<file path="config.mk">
export PLATFORM = sky130hd
export DESIGN_NAME = borrow_skip_sub_seq_flat
export DESIGN_NICKNAME = d
export VERILOG_FILES = /design/src/rtl/borrow_skip_sub_seq_pkg.sv /design/src/rtl/borrow_skip_sub_seq_if.sv /design/src/rtl/borrow_skip_sub_seq_group.sv /design/src/rtl/borrow_skip_sub_seq.sv /design/src/flat_wrapper.sv
export SDC_FILE = /design/constraint.sdc
export NUM_CORES = 1
export LEC_CHECK = 0
export ABC_AREA = 0
export CAP_MARGIN = 20
export CORE_MARGIN = 4
export CORE_UTILIZATION = 55
export CTS_CLUSTER_DIAMETER = 30
export DETAILED_ROUTE_END_ITERATION = 10
export DONT_BUFFER_PORTS = 1
export PLACE_DENSITY = 0.7
export SLEW_MARGIN = 10
export SYNTH_ARGS = -nofsm -noshare
export SYNTH_HDL_FRONTEND = slang
export SYNTH_HIERARCHICAL = 1
export SYNTH_SLANG_ARGS = --single-unit
</file>
<file path="constraint.sdc">
create_clock -name clk -period 3.95 [get_ports clk]
set_input_delay 0.5925 -clock clk [delete_from_list [all_inputs] [get_ports clk]]
set_output_delay 0.5925 -clock clk [all_outputs]
set_load 0.05 [all_outputs]
</file>
<file path="src/rtl/borrow_skip_sub_seq_pkg.sv">
`default_nettype none
// ============================================================================
//  Module   : bss_pkg
//  Purpose  : Shared types and default sizes for the borrow-skip subtractor
//  Revision : 1.0 - initial release
// ============================================================================
package bss_pkg;

  localparam int BSS_WIDTH = 16;
  localparam int BSS_GROUP = 4;
  localparam int BSS_NG    = BSS_WIDTH / BSS_GROUP;

  typedef enum logic [1:0] {
    IDLE = 2'd0,
    RUN  = 2'd1,
    DONE = 2'd2
  } bss_state_t;

  // Number of groups for a given operand/group width pair
  function automatic int bss_ng(input int width, input int group);
    return width / group;
  endfunction

endpackage
`default_nettype wire

</file>
<file path="src/rtl/borrow_skip_sub_seq_if.sv">
`default_nettype none
// ============================================================================
//  Module   : borrow_skip_sub_seq_if
//  Purpose  : Operand/result handshake bundle for borrow_skip_sub_seq.
//             The ovf signal exists only when BSS_OVF_EN is defined.
//  Revision : 1.0 - initial release
// ============================================================================
interface borrow_skip_sub_seq_if #(
  parameter int WIDTH = 16,
  parameter int GROUP = 4
);
  localparam int NG = WIDTH / GROUP;
  localparam int SW = $clog2(NG + 1);

  logic             in_valid;
  logic             in_ready;
  logic [WIDTH-1:0] a;
  logic [WIDTH-1:0] b;
  logic             bin;
  logic             out_valid;
  logic             out_ready;
  logic [WIDTH-1:0] diff;
  logic             bout;
  logic [SW-1:0]    skip_cnt;
`ifdef BSS_OVF_EN
  logic             ovf;
`endif

  modport master (
    output in_valid, a, b, bin, out_ready,
    input  in_ready, out_valid, diff, bout, skip_cnt
`ifdef BSS_OVF_EN
    , input ovf
`endif
  );

  modport slave (
    input  in_valid, a, b, bin, out_ready,
    output in_ready, out_valid, diff, bout, skip_cnt
`ifdef BSS_OVF_EN
    , output ovf
`endif
  );

endinterface
`default_nettype wire

</file>
<file path="src/rtl/borrow_skip_sub_seq_group.sv">
`default_nettype none
// ============================================================================
//  Module   : borrow_skip_group
//  Purpose  : Combinational GROUP-bit borrow-ripple slice with a skip bypass:
//             when the two operand groups are equal the borrow-in passes
//             straight through to the borrow-out.
//  Revision : 1.0 - initial release
// ============================================================================
module borrow_skip_group #(
  parameter int GROUP = 4
) (
  input  wire logic [GROUP-1:0] a,
  input  wire logic [GROUP-1:0] b,
  input  wire logic             bin,
  output logic      [GROUP-1:0] d,
  output logic                  bout,
  output logic                  eq
);

  logic [GROUP:0] ripple_br;

  // Bitwise ripple borrow chain, with equal groups bypassing the chain
  always_comb begin
    ripple_br    = '0;
    d            = '0;
    ripple_br[0] = bin;
    for (int i = 0; i < GROUP; i++) begin
      d[i]           = a[i] ^ b[i] ^ ripple_br[i];
      ripple_br[i+1] = (~a[i] & b[i]) | (~(a[i] ^ b[i]) & ripple_br[i]);
    end
    eq   = (a == b);
    bout = eq ? bin : ripple_br[GROUP];
  end

endmodule
`default_nettype wire

</file>
<file path="src/rtl/borrow_skip_sub_seq.sv">
`default_nettype none
// ============================================================================
//  Module   : borrow_skip_sub_seq
//  Purpose  : Sequential a - b - bin subtractor, one GROUP-bit slice per clock,
//             behind valid/ready handshakes. Define BSS_OVF_EN to add the
//             signed-overflow output ovf.
//  Revision : 1.0 - initial release
// ============================================================================
module borrow_skip_sub_seq
  import bss_pkg::*;
#(
  parameter int WIDTH = BSS_WIDTH,
  parameter int GROUP = BSS_GROUP
) (
  input wire logic            clk,
  input wire logic            rst_n,
  borrow_skip_sub_seq_if.slave bus
);

  localparam int NG = bss_ng(WIDTH, GROUP);
  localparam int KW = (NG > 1) ? $clog2(NG) : 1;
  localparam int SW = $clog2(NG + 1);
  localparam logic [KW-1:0] LAST_K = KW'(NG - 1);

  bss_state_t       state_q, state_d;
  logic [WIDTH-1:0] a_q, a_d;
  logic [WIDTH-1:0] b_q, b_d;
  logic             br_q, br_d;
  logic [KW-1:0]    k_q, k_d;
  logic [WIDTH-1:0] diff_q, diff_d;
  logic             bout_q, bout_d;
  logic [SW-1:0]    skip_cnt_q, skip_cnt_d;
  logic             in_ready_q, in_ready_d;
  logic             out_valid_q, out_valid_d;
  logic             ovf_q, ovf_d;

  logic [GROUP-1:0] grp_a, grp_b, grp_d;
  logic             grp_bout, grp_eq;

  assign grp_a = a_q[int'(k_q)*GROUP +: GROUP];
  assign grp_b = b_q[int'(k_q)*GROUP +: GROUP];

  borrow_skip_group #(.GROUP(GROUP)) u_group (
    .a    (grp_a),
    .b    (grp_b),
    .bin  (br_q),
    .d    (grp_d),
    .bout (grp_bout),
    .eq   (grp_eq)
  );

  // Next-state logic: accept operands, step one group per cycle, hold result
  always_comb begin
    state_d     = state_q;
    a_d         = a_q;
    b_d         = b_q;
    br_d        = br_q;
    k_d         = k_q;
    diff_d      = diff_q;
    bout_d      = bout_q;
    skip_cnt_d  = skip_cnt_q;
    in_ready_d  = in_ready_q;
    out_valid_d = out_valid_q;
    ovf_d       = ovf_q;
    case (state_q)
      IDLE: begin
        if (bus.in_valid && in_ready_q) begin
          a_d        = bus.a;
          b_d        = bus.b;
          br_d       = bus.bin;
          k_d        = '0;
          skip_cnt_d = '0;
          diff_d     = '0;
          bout_d     = 1'b0;
          ovf_d      = 1'b0;
          in_ready_d = 1'b0;
          state_d    = RUN;
        end
      end
      RUN: begin
        diff_d[int'(k_q)*GROUP +: GROUP] = grp_d;
        br_d = grp_bout;
        k_d  = k_q + KW'(1);
        if (grp_eq) begin
          skip_cnt_d = skip_cnt_q + SW'(1);
        end
        if (k_q == LAST_K) begin
          bout_d      = grp_bout;
          // The top group's MSB is the result sign bit
          ovf_d       = (a_q[WIDTH-1] != b_q[WIDTH-1]) &&
                        (grp_d[GROUP-1] != a_q[WIDTH-1]);
          out_valid_d = 1'b1;
          state_d     = DONE;
        end
      end
      DONE: begin
        if (bus.out_ready) begin
          out_valid_d = 1'b0;
          in_ready_d  = 1'b1;
          state_d     = IDLE;
        end
      end
      default: begin
        out_valid_d = 1'b0;
        in_ready_d  = 1'b1;
        state_d     = IDLE;
      end
    endcase
  end

  // State and datapath registers; reset discards any in-flight operation
  always_ff @(posedge clk or negedge rst_n) begin
    if (!rst_n) begin
      state_q     <= IDLE;
      a_q         <= '0;
      b_q         <= '0;
      br_q        <= 1'b0;
      k_q         <= '0;
      diff_q      <= '0;
      bout_q      <= 1'b0;
      skip_cnt_q  <= '0;
      in_ready_q  <= 1'b1;
      out_valid_q <= 1'b0;
      ovf_q       <= 1'b0;
    end else begin
      state_q     <= state_d;
      a_q         <= a_d;
      b_q         <= b_d;
      br_q        <= br_d;
      k_q         <= k_d;
      diff_q      <= diff_d;
      bout_q      <= bout_d;
      skip_cnt_q  <= skip_cnt_d;
      in_ready_q  <= in_ready_d;
      out_valid_q <= out_valid_d;
      ovf_q       <= ovf_d;
    end
  end

  assign bus.in_ready  = in_ready_q;
  assign bus.out_valid = out_valid_q;
  assign bus.diff      = diff_q;
  assign bus.bout      = bout_q;
  assign bus.skip_cnt  = skip_cnt_q;
`ifdef BSS_OVF_EN
  assign bus.ovf       = ovf_q;
`else
  logic unused_ovf;
  assign unused_ovf = ovf_q;
`endif

endmodule
`default_nettype wire

</file>
<file path="src/flat_wrapper.sv">
// flat-port wrapper written by rule: the top's interface ports become plain ports
module borrow_skip_sub_seq_flat import bss_pkg::*;
#(
  parameter int WIDTH = BSS_WIDTH,
  parameter int GROUP = BSS_GROUP
)
  (clk, rst_n, bus_in_valid, bus_a, bus_b, bus_bin, bus_out_ready, bus_in_ready, bus_out_valid, bus_diff, bus_bout, bus_skip_cnt);
  borrow_skip_sub_seq_if #(.WIDTH(WIDTH), .GROUP(GROUP)) bus_i ();
  input wire logic clk;
  input wire logic rst_n;
  input wire logic [$bits(bus_i.in_valid)-1:0] bus_in_valid;
  input wire logic [$bits(bus_i.a)-1:0] bus_a;
  input wire logic [$bits(bus_i.b)-1:0] bus_b;
  input wire logic [$bits(bus_i.bin)-1:0] bus_bin;
  input wire logic [$bits(bus_i.out_ready)-1:0] bus_out_ready;
  output wire logic [$bits(bus_i.in_ready)-1:0] bus_in_ready;
  output wire logic [$bits(bus_i.out_valid)-1:0] bus_out_valid;
  output wire logic [$bits(bus_i.diff)-1:0] bus_diff;
  output wire logic [$bits(bus_i.bout)-1:0] bus_bout;
  output wire logic [$bits(bus_i.skip_cnt)-1:0] bus_skip_cnt;
  assign bus_i.in_valid = bus_in_valid;
  assign bus_i.a = bus_a;
  assign bus_i.b = bus_b;
  assign bus_i.bin = bus_bin;
  assign bus_i.out_ready = bus_out_ready;
  assign bus_in_ready = bus_i.in_ready;
  assign bus_out_valid = bus_i.out_valid;
  assign bus_diff = bus_i.diff;
  assign bus_bout = bus_i.bout;
  assign bus_skip_cnt = bus_i.skip_cnt;
  borrow_skip_sub_seq #(.WIDTH(WIDTH), .GROUP(GROUP)) u_core (.clk(clk), .rst_n(rst_n), .bus(bus_i));
endmodule
</file>
After elaboration in Yosys (flattened, before gate mapping). Cells that the tools add are included. Widths: inputs -> output; s select.

Add/sub/neg operators: 3. Multiply operators: 0. Div/mod/pow operators: 0. $lt $le $gt $ge: 0. Equality and inequality tests: 8. Shift-type cells: 4. Mux-type cells: 23. Bitwise gates (word level): 30. Reduce and logical (&&, ||, !) cells: 10.

Operators with widths (number): $neg 4->33 (1); $shift 4x33->16 const A (1); $shiftx 4x33->16 (1); $pmux 16 s2 (1); $shiftx 16x5->4 (2); $bwmux 16 (1); $mux 16 (1); $reduce_and 3->1 (5); $not 1->1 (10); $and 1x1->1 (8); $mux 2 (4); $xor 1x1->1 (8); $mux 1 (7); $mux 3 (2); $ne 2x1->1 const B (3); $pmux 1 s3 (2); $pmux 2 s3 (1); $pmux 3 s2 (1); $eq 2x2->1 const B (2); $eq 4x4->1 (1); $or 1x1->1 (4); $pmux 1 s2 (2); $pmux 2 s2 (1); $reduce_and 2->1 (2); 7 further kinds (7).

Register bits: 59. Latch bits: 0. Bits in writable memories: 0. ROM bits: 0. Bits of input ports: 37. Logic and storage cells: 88. Memories kept: 0.

Longest topological paths before layout. Gate-level depths: netlist (run 1).

Word-level depth: 14. Gate-level depth with buffers: 12. Depth with buffers taken out: 11.

Cells and area by module. Netlist (run 1), hierarchy kept.

By module, submodules not included: borrow_skip_sub_seq (instances 1, cells an instance 177, area an instance 2640.0 um2, sequential area each 1477.7 um2); borrow_skip_group (instances 1, cells an instance 21, area an instance 192.7 um2, sequential area each 0.0 um2).

Worst setup path before layout (run 1). No wires, ideal clock.

Path kind: register to register. Start: register u_core.k_q[0]. End: register u_core.diff_q[3], in the netlist u_core/bus.diff[3]. Library setup time: 121 ps. Arrival time: 2896 ps. Data required time: 3829 ps. Path slack: 933 ps. Cell stages (with the launch flop): 11. Buffers on the path: 1. Cell sequence: dfrtp_1 > buf_6 > mux4_2 > inv_1 > fa_1 > inv_1 > fa_1 > fa_1 > inv_1 > fa_1 > a22o_1.

Word-level cells in the longest chain between the ends: 13. Elaborated cells on any way between the ends: 30. Those cells by class: add/sub (1); shift (4); mux (2); bitwise (23).

Ends and longest elaborated chain: start: declaration (RTL line borrow_skip_sub_seq.sv:29) `logic [KW-1:0] k_q, k_d;`; start signal: assignment (RTL line borrow_skip_sub_seq.sv:130) `k_q <= k_d;`; $shiftx 16x5->4 (*) (RTL line borrow_skip_sub_seq.sv:41) `assign grp_b = b_q[int'(k_q)*GROUP +: GROUP];`; net u_core.grp_b[0] (RTL line borrow_skip_sub_seq.sv:37) `logic [GROUP-1:0] grp_a, grp_b, grp_d;`; $xor 1x1->1 (RTL line borrow_skip_sub_seq_group.sv:29) `ripple_br[i+1] = (~a[i] & b[i]) | (~(a[i] ^ b[i]) & ripple_br[i]);`; $not 1->1 (RTL line borrow_skip_sub_seq_group.sv:29); $and 1x1->1 (RTL line borrow_skip_sub_seq_group.sv:29); $or 1x1->1 (*) (RTL line borrow_skip_sub_seq_group.sv:29); $and 1x1->1 (*) (RTL line borrow_skip_sub_seq_group.sv:29); $or 1x1->1 (*) (RTL line borrow_skip_sub_seq_group.sv:29); $and 1x1->1 (*) (RTL line borrow_skip_sub_seq_group.sv:29); $or 1x1->1 (*) (RTL line borrow_skip_sub_seq_group.sv:29); $xor 1x1->1 (*) (RTL line borrow_skip_sub_seq_group.sv:28) `d[i] = a[i] ^ b[i] ^ ripple_br[i];`; net u_core.grp_d[3] (RTL line borrow_skip_sub_seq.sv:37); $shiftx 4x33->16 (*) (RTL line borrow_skip_sub_seq.sv:81) `diff_d[int'(k_q)*GROUP +: GROUP] = grp_d;`; $bwmux 16 (*) (RTL line borrow_skip_sub_seq.sv:81); $pmux 16 s2 (*) (RTL line borrow_skip_sub_seq.sv:65) `case (state_q)`; end signal: assignment (RTL line borrow_skip_sub_seq.sv:131) `diff_q <= diff_d;`; end: declaration (RTL line borrow_skip_sub_seq.sv:30) `logic [WIDTH-1:0] diff_q, diff_d;`.

Mark *: on every way through the listed nets, which the timed path passes. The rest lies on a longest branch. A chain may end at the register's enable or synchronous reset.

Worst setup path in the final report (run 1).
Start: register u_core.k_q[0]. End: register u_core.diff_q[3], in the netlist u_core/bus.diff[3].

Elaborated cells on any way between the ends: 30. Those cells by class: add/sub (1); shift (4); mux (2); bitwise (23).

RTL lines (RTL line): $shiftx 16x5->4 (*) (borrow_skip_sub_seq.sv:41); net u_core.grp_b[1] (borrow_skip_sub_seq.sv:37); $xor 1x1->1 (borrow_skip_sub_seq_group.sv:29); $not 1->1 (borrow_skip_sub_seq_group.sv:29); $and 1x1->1 (borrow_skip_sub_seq_group.sv:29); $or 1x1->1 (*) (borrow_skip_sub_seq_group.sv:29); $and 1x1->1 (*) (borrow_skip_sub_seq_group.sv:29); $or 1x1->1 (*) (borrow_skip_sub_seq_group.sv:29); $xor 1x1->1 (*) (borrow_skip_sub_seq_group.sv:28); net u_core.grp_d[3] (borrow_skip_sub_seq.sv:37); $shiftx 4x33->16 (*) (borrow_skip_sub_seq.sv:81); $bwmux 16 (*) (borrow_skip_sub_seq.sv:81); $pmux 16 s2 (*) (borrow_skip_sub_seq.sv:65).

Marked as above.

==> results of run 1 <==
==> worst reg2reg max path: stages, from the launching register on <==
cell and delay [ns]:
dfrtp_1 0.46, buf_4 0.28, mux4_2 0.58, fa_1 0.44
fa_1 0.38, inv_1 0.08, fa_1 0.48, a22o_1 0.24
==> layout make-up <==
class                   count  area share [%]
flip-flops and latches     59            48.5
multi-input cells         113            40.0
clock buffers              12            4.76
well taps                  67            2.75
inverters                  17            2.09
repair buffers              3            1.40
clock inverters             3           0.493
==> timing repair <==
item	CTS	global route
hold buffers	1	0
hold endpoints to repair	58	0
resized for setup	0	0
buffers inserted	0	0
==> cell usage in the layout (no fill, tap or decap), types with 2 or more instances in the layout <==
master     n
clkbuf_1   2
nor4_1     3
a32o_1     2
a21oi_1    4
mux2_2    32
nor2_1     3
nand2_1    5
a22o_1    18
clkinv_2   3
buf_4      2
ha_1      11
o31ai_1    2
dfrtp_1   58
mux2i_1    2
inv_1     17
mux4_2     8
fa_1       4
clkbuf_8  10
==> synth_stat cells (2+ instances only) <==
library cell | n | share of area [%]
fa_1 | 4 | 2.8
ha_1 | 11 | 4.9
nand2_1 | 5 | 0.66
o31ai_1 | 2 | 0.53
nor2_1 | 3 | 0.40
a22o_1 | 18 | 5.6
dfrtp_1 | 58 | 51
mux2i_1 | 2 | 0.71
buf_2 | 2 | 0.35
buf_6 | 4 | 1.6
nor4_1 | 3 | 0.66
mux4_2 | 8 | 6.4
inv_1 | 17 | 2.3
mux2_2 | 32 | 13
a32o_1 | 2 | 0.71
a21oi_1 | 4 | 0.71
==> path summary, 6_finish.rpt <==
check	endpoint	slack, ns	depth (start not counted)
worst max register to register	u_core/bus.diff[3]	0.91	7
worst max-delay path	u_core/bus.diff[3]	0.91	7
worst min-delay path	u_core/bus.in_ready	0.1	0
min in group clk	u_core/state_q[1]	0.34	1
worst min register to register	u_core/br_q	0.48	1
max in group asynchronous	u_core/b_q[15]	3.59	1
==> cells by family after synthesis <==
logic type / count (synthesis) / synth area share, %
buffers and inverters: 26 / 5.30
xor gates and xnor gates: 1 / 0.309
DFF: 59 / 52.2
and+or+nand+nor: 20 / 4.51
adders and majority gates: 15 / 7.69
muxes: 43 / 20.3
AOI/OAI and AO/OA: 34 / 9.72
==> power by group through the flow <==
stage | clock (W) | combinational (W) | sequential, W
CTS | 0.000470 | 0.00120 | 0.00137
detailed placement | 0 | 0.00117 | 0.00138
global placement | 0 | 0.00112 | 0.00137
floorplan | 0 | 0.000946 | 0.00128
finish | 0.000460 | 0.00120 | 0.00136
global route | 0.000499 | 0.00133 | 0.00140
==> routing by layer <==
metal  wire length (µm)  share of wire, %
met1               2070                38
met5                  0                 0
met2               2740                51
met4                138               2.5
met3                473               8.7
==> state kept, by name, summed over array words and instances (netlist names) <==
name,flops
u_core/state_q,2
u_core/br_q,1
u_core/bus.out_valid,1
u_core/bus.in_ready,1
u_core/k_q,2
u_core/bus.skip_cnt,3
u_core/b_q,16
u_core/bus.bout,1
u_core/bus.diff,16
u_core/a_q,16
==> stage by stage <==
step           worst slack [ns]  power (W)
2_1_floorplan             0.933    0.00223
3_3_place_gp               1.03    0.00249
3_5_place_dp              0.931    0.00255
4_1_cts                   0.905    0.00304
5_1_grt                   0.754    0.00323
6_report                  0.906    0.00302
==> qor.txt, run 1 <==
Die area -> 6360 µm²
Leak Pwr -> 1.38 nW
CP cell instances -> buf_4, mux4_2, fa_1, fa_1, inv_1, fa_1, a22o_1
RSZ-0062 raised after global routing -> no
Vias per cell -> 6.03
Final hold vios -> 0
Post-placement cell count -> 258
CP bufs+invs -> 2
Combinational share of power -> 39.6%
Reg area -> 1480 µm²
Fillers -> 371
Die Y-Extent -> 79.8 µm
Maximum clock frequency -> 0.329 GHz
Ant. Diodes -> 0
Vias in the first global route -> 1816
Post-route ant nets -> 0
Sw Share -> 44.8%
Htree depth -> 3
Slowest cell delay on critical path -> 0.58 ns
Cell Area, Placed -> 2860 µm²
Clock Latency Late Sink -> 0.34 ns
Final setup fails -> 0
Met2 Usage GRT -> 30.3%
First-pass GRT wire length -> 9.06 mm
Worst path required time -> 4.18 ns
TritonCTS clock tree -> done
Pwr dens -> 992 nW/µm²
Drt drc -> 0
Reg clk slew, reported paths -> 0.07 ns
Flops & latches, synth -> 59
Sequential share of the synthesized area -> 52.2%
Routability cong. -> 0.785
Final HPWL DP -> 3.84 mm
Clock Power Share -> 15.2%
Synth unique cells -> 39
Die W -> 79.8 µm
Max-cap violations -> 0
Min-delay worst type -> in2async
Ys async rst share -> 100%
Core ar. -> 4850 µm²
GRT Total Usage -> 19.1%
Post-synth EDFFs -> 0
Clock Path Buffers -> 2
Critical Path Fanout Max -> 14
CTS Buf Count -> 9
GR Util met1 -> 22.4%
Top_reg_cell synth -> dfrtp_1
Sequential share of power -> 45.1%
Slew HR -> 49.3%
Largest net degree at the start of global routing -> 59
Routed wire length -> 5.42 mm
Layout Cells excl Fill -> 274
Internal -> 0.00167 W
CP dominant cell by count -> fa_1
Net count, final -> 255
Worst-margin pin slew -> 0.758 ns
Clock sinks -> 59
Slowest CP cell -> mux4_2
Fin util -> 62.9%
Routed len/inst -> 19.8 µm
DR vias -> 1652
Layout cells sized above 1 -> 30.9%
GR peak layer -> met2
Fin crit period -> 3.04 ns
Period utilization -> 77.1%
Initial DRT Pass Iterations -> 4
Synthesized instance count -> 198
Final Slew Violations -> 0
CTS root buffer -> clkbuf_8
Multi-input gate area -> 1220 µm²
Crit path launch -> u_core/k_q[0]
Peak VDD IR -> 0.000453 V
Initial drt markers -> 134
Final instance area -> 3050 µm²
Area Overhead vs Synth -> 7.60%
Initial Utilization -> 58.4%
Critical path arrival -> 3.27 ns
Worst Skew -> 0.00858 ns
Status -> finished, final reports clean
Fin Setup TNS -> 0 ns
Port Buf Inserts -> 0
Mapped Area -> 2830 µm²
Met3 usage -> 8.01%
IO Pins -> 59
CP delay by family, top -> adder cells
Worst setup EP type -> register
Critical R2R Launch -> u_core/k_q[0]
Syn Area/Cell -> 14.3 µm²
CP Launch Type -> register
Sw power -> 0.00135 W
Crit Path Category -> reg2reg
Row count -> 25
Syn_nets -> 250
Hold slack -> 0.0992 ns
GRT Residual Overflow -> 0
Initial antenna violation count -> 0
Ys Warns -> 6
Note: power is estimated with default switching activity, not from simulation.
==> run 2, diff against run 1 <==
--- a/config.mk
+++ b/config.mk
@@ -12,7 +12,7 @@
 export CTS_CLUSTER_DIAMETER = 30
 export DETAILED_ROUTE_END_ITERATION = 10
 export DONT_BUFFER_PORTS = 1
-export PLACE_DENSITY = 0.7
+export PLACE_DENSITY = 0.73
 export SLEW_MARGIN = 10
 export SYNTH_ARGS = -nofsm -noshare
 export SYNTH_HDL_FRONTEND = slang
==> constraint.sdc (replaced) <==
create_clock -name clk -period 2.6 [get_ports clk]
set_input_delay 0.39 -clock clk [delete_from_list [all_inputs] [get_ports clk]]
set_output_delay 0.39 -clock clk [all_outputs]
set_load 0.05 [all_outputs]
==> run 2 against run 1 <==
The flow now finishes with violations (negative setup slack). Critical path type unchanged. Critical endpoint unchanged. Final area grew 6.1%. Largest cell class unchanged. Worst hold slack improved by 0.047 ns. Die area is the same.
==> qor.txt, run 2 (same netlist as run 1, synthesis figures left out) <==
Status -> finished with violations
Failing checks -> negative setup slack
Routed len/inst -> 19.4 µm
Worst setup EP type -> register
Final instance area -> 3230 µm²
Slew HR -> 49.7%
Period utilization -> 108%
CP bufs+invs -> 3
Post-route ant nets -> 0
Most frequent cells in the layout -> dfrtp_1, mux2_2, a22o_1
Clock Path Buffers -> 2
DR vias -> 1707
Die W -> 79.8 µm
Min-delay worst type -> in2reg
Critical path arrival -> 3.04 ns
Slowest cell delay on critical path -> 0.53 ns
Core ar. -> 4850 µm²
Htree depth -> 3
Port Buf Inserts -> 0
GRT Total Usage -> 19.6%
IO Pins -> 59
Row count -> 25
GRT Residual Overflow -> 0
Pwr dens -> 1560 nW/µm²
TritonCTS clock tree -> done
Critical Path Fanout Max -> 4
Clock Power Share -> 17.3%
GR peak layer -> met2
Sw power -> 0.00214 W
Fin util -> 66.7%
Drt drc -> 0
Initial antenna violation count -> 0
Sw Share -> 42.3%
Clock Latency Late Sink -> 0.33 ns
Hold slack -> 0.146 ns
Crit Path Category -> reg2reg
CP Launch Type -> register
Clock sinks -> 59
CP cell instances -> mux4_2, inv_2, fa_2, inv_2, fa_2, fa_2, inv_2, fa_2, a22o_1
Die Y-Extent -> 79.8 µm
Final setup fails -> 6
Final Slew Violations -> 0
Worst Skew -> 0.00509 ns
RSZ-0062 raised after global routing -> yes
Largest net degree at the start of global routing -> 60
Commonest non-fill, non-tap cell in the layout -> dfrtp_1
Area Overhead vs Synth -> 14.2%
CTS root buffer -> clkbuf_8
CP delay by family, top -> adder cells
Vias per cell -> 5.89
Initial DRT Pass Iterations -> 4
Met2 Usage GRT -> 32.4%
Sequential share of power -> 40.4%
Initial drt markers -> 95
CP dominant cell by count -> fa_2
GR Util met1 -> 23.4%
Final hold vios -> 0
Slowest CP cell -> mux4_2
Worst-margin pin slew -> 0.747 ns
Fillers -> 339
Internal -> 0.00291 W
Cell Area, Placed -> 2970 µm²
Fin Setup TNS -> -1.00 ns
Layout cells sized above 1 -> 39.9%
Maximum clock frequency -> 0.355 GHz
Fin crit period -> 2.82 ns
First-pass GRT wire length -> 9.27 mm
Worst path required time -> 2.82 ns
Vias in the first global route -> 1863
CTS Buf Count -> 9
Routed wire length -> 5.62 mm
Ant. Diodes -> 0
Met3 usage -> 6.43%
Leak Pwr -> 1.48 nW
Routability cong. -> 0.811
Initial Utilization -> 58.4%
Final HPWL DP -> 4.12 mm
Combinational share of power -> 42.3%
Reg clk slew, reported paths -> 0.06 ns
Max-cap violations -> 0
Net count, final -> 270
Peak VDD IR -> 0.000654 V
Die area -> 6360 µm²
Setup ws final -> -0.217 ns
## run 2: power groups by stage
stage / registers [W] / clock network (W) / logic (W)
global placement: 0.00204 / 0 / 0.00186
detailed placement: 0.00207 / 0 / 0.00201
floorplan: 0.00195 / 0 / 0.00150
CTS: 0.00205 / 0.000888 / 0.00211
finish: 0.00204 / 0.000873 / 0.00214
global route: 0.00210 / 0.000945 / 0.00233
## run 2: final timing paths
kind / from / end / slack (ns) / cells past startpoint
setup / recovery: u_core/k_q[0] / u_core/bus.diff[3] / -0.22 / 9
hold / removal: bus_out_ready / u_core/state_q[1] / 0.15 / 1
setup reg to reg: u_core/k_q[0] / u_core/bus.diff[3] / -0.22 / 9
hold reg to reg: u_core/br_q / u_core/br_q / 0.49 / 1
max in group asynchronous: rst_n / u_core/bus.in_ready / 1.74 / 2
min in group asynchronous: rst_n / u_core/bus.skip_cnt[0] / 0.58 / 2
## run 2: worst register-to-register path, cell delays in order, from the launching register on
cell and delay [ns]:
dfrtp_2 0.39, mux4_2 0.53, inv_2 0.08, fa_2 0.19, inv_2 0.04, fa_2 0.35, fa_2 0.35, inv_2 0.07
fa_2 0.47, a22o_1 0.25
## run 2: cell type report
| class | instances | area (µm²) | area share, % |
|---|---|---|---|
| inverter | 17 | 63.8 | 1.97 |
| multi-input combinational | 113 | 1230 | 38.0 |
| timing repair buffer | 18 | 170 | 5.26 |
| clock inverter | 6 | 80.1 | 2.48 |
| sequential | 59 | 1480 | 45.7 |
| clock buffer | 10 | 128 | 3.95 |
| tap | 67 | 83.8 | 2.59 |
## run 2: through the flow
| stage | setup WS, ns | instances | power [W] |
|---|---|---|---|
| after floorplan | -0.298 | 198 | 0.00345 |
| after global placement | -0.158 | 270 | 0.00390 |
| after detailed placement | -0.231 | 270 | 0.00408 |
| after CTS | -0.210 | 290 | 0.00505 |
| after global routing | -0.262 | 290 | 0.00537 |
| final | -0.217 | 290 | 0.00505 |
## run 2: per-layer routing
metal  part of all wire, %  up-vias  wire [µm]
met3                   6.6       11        373
met4                   1.5        0         82
met1                    40      868       2250
met2                    52       69       2910
met5                     0        -          0
li1                      -      759          -
## run 2: what timing repair did
item | CTS | global route
setup endpoints to repair | 6 | 6
hold buffers | 2 | 0
pin swaps | 2 | 1
buffers inserted | 2 | 0
resized for setup | 3 | 0
endpoints found under the hold margin | 59 | 0
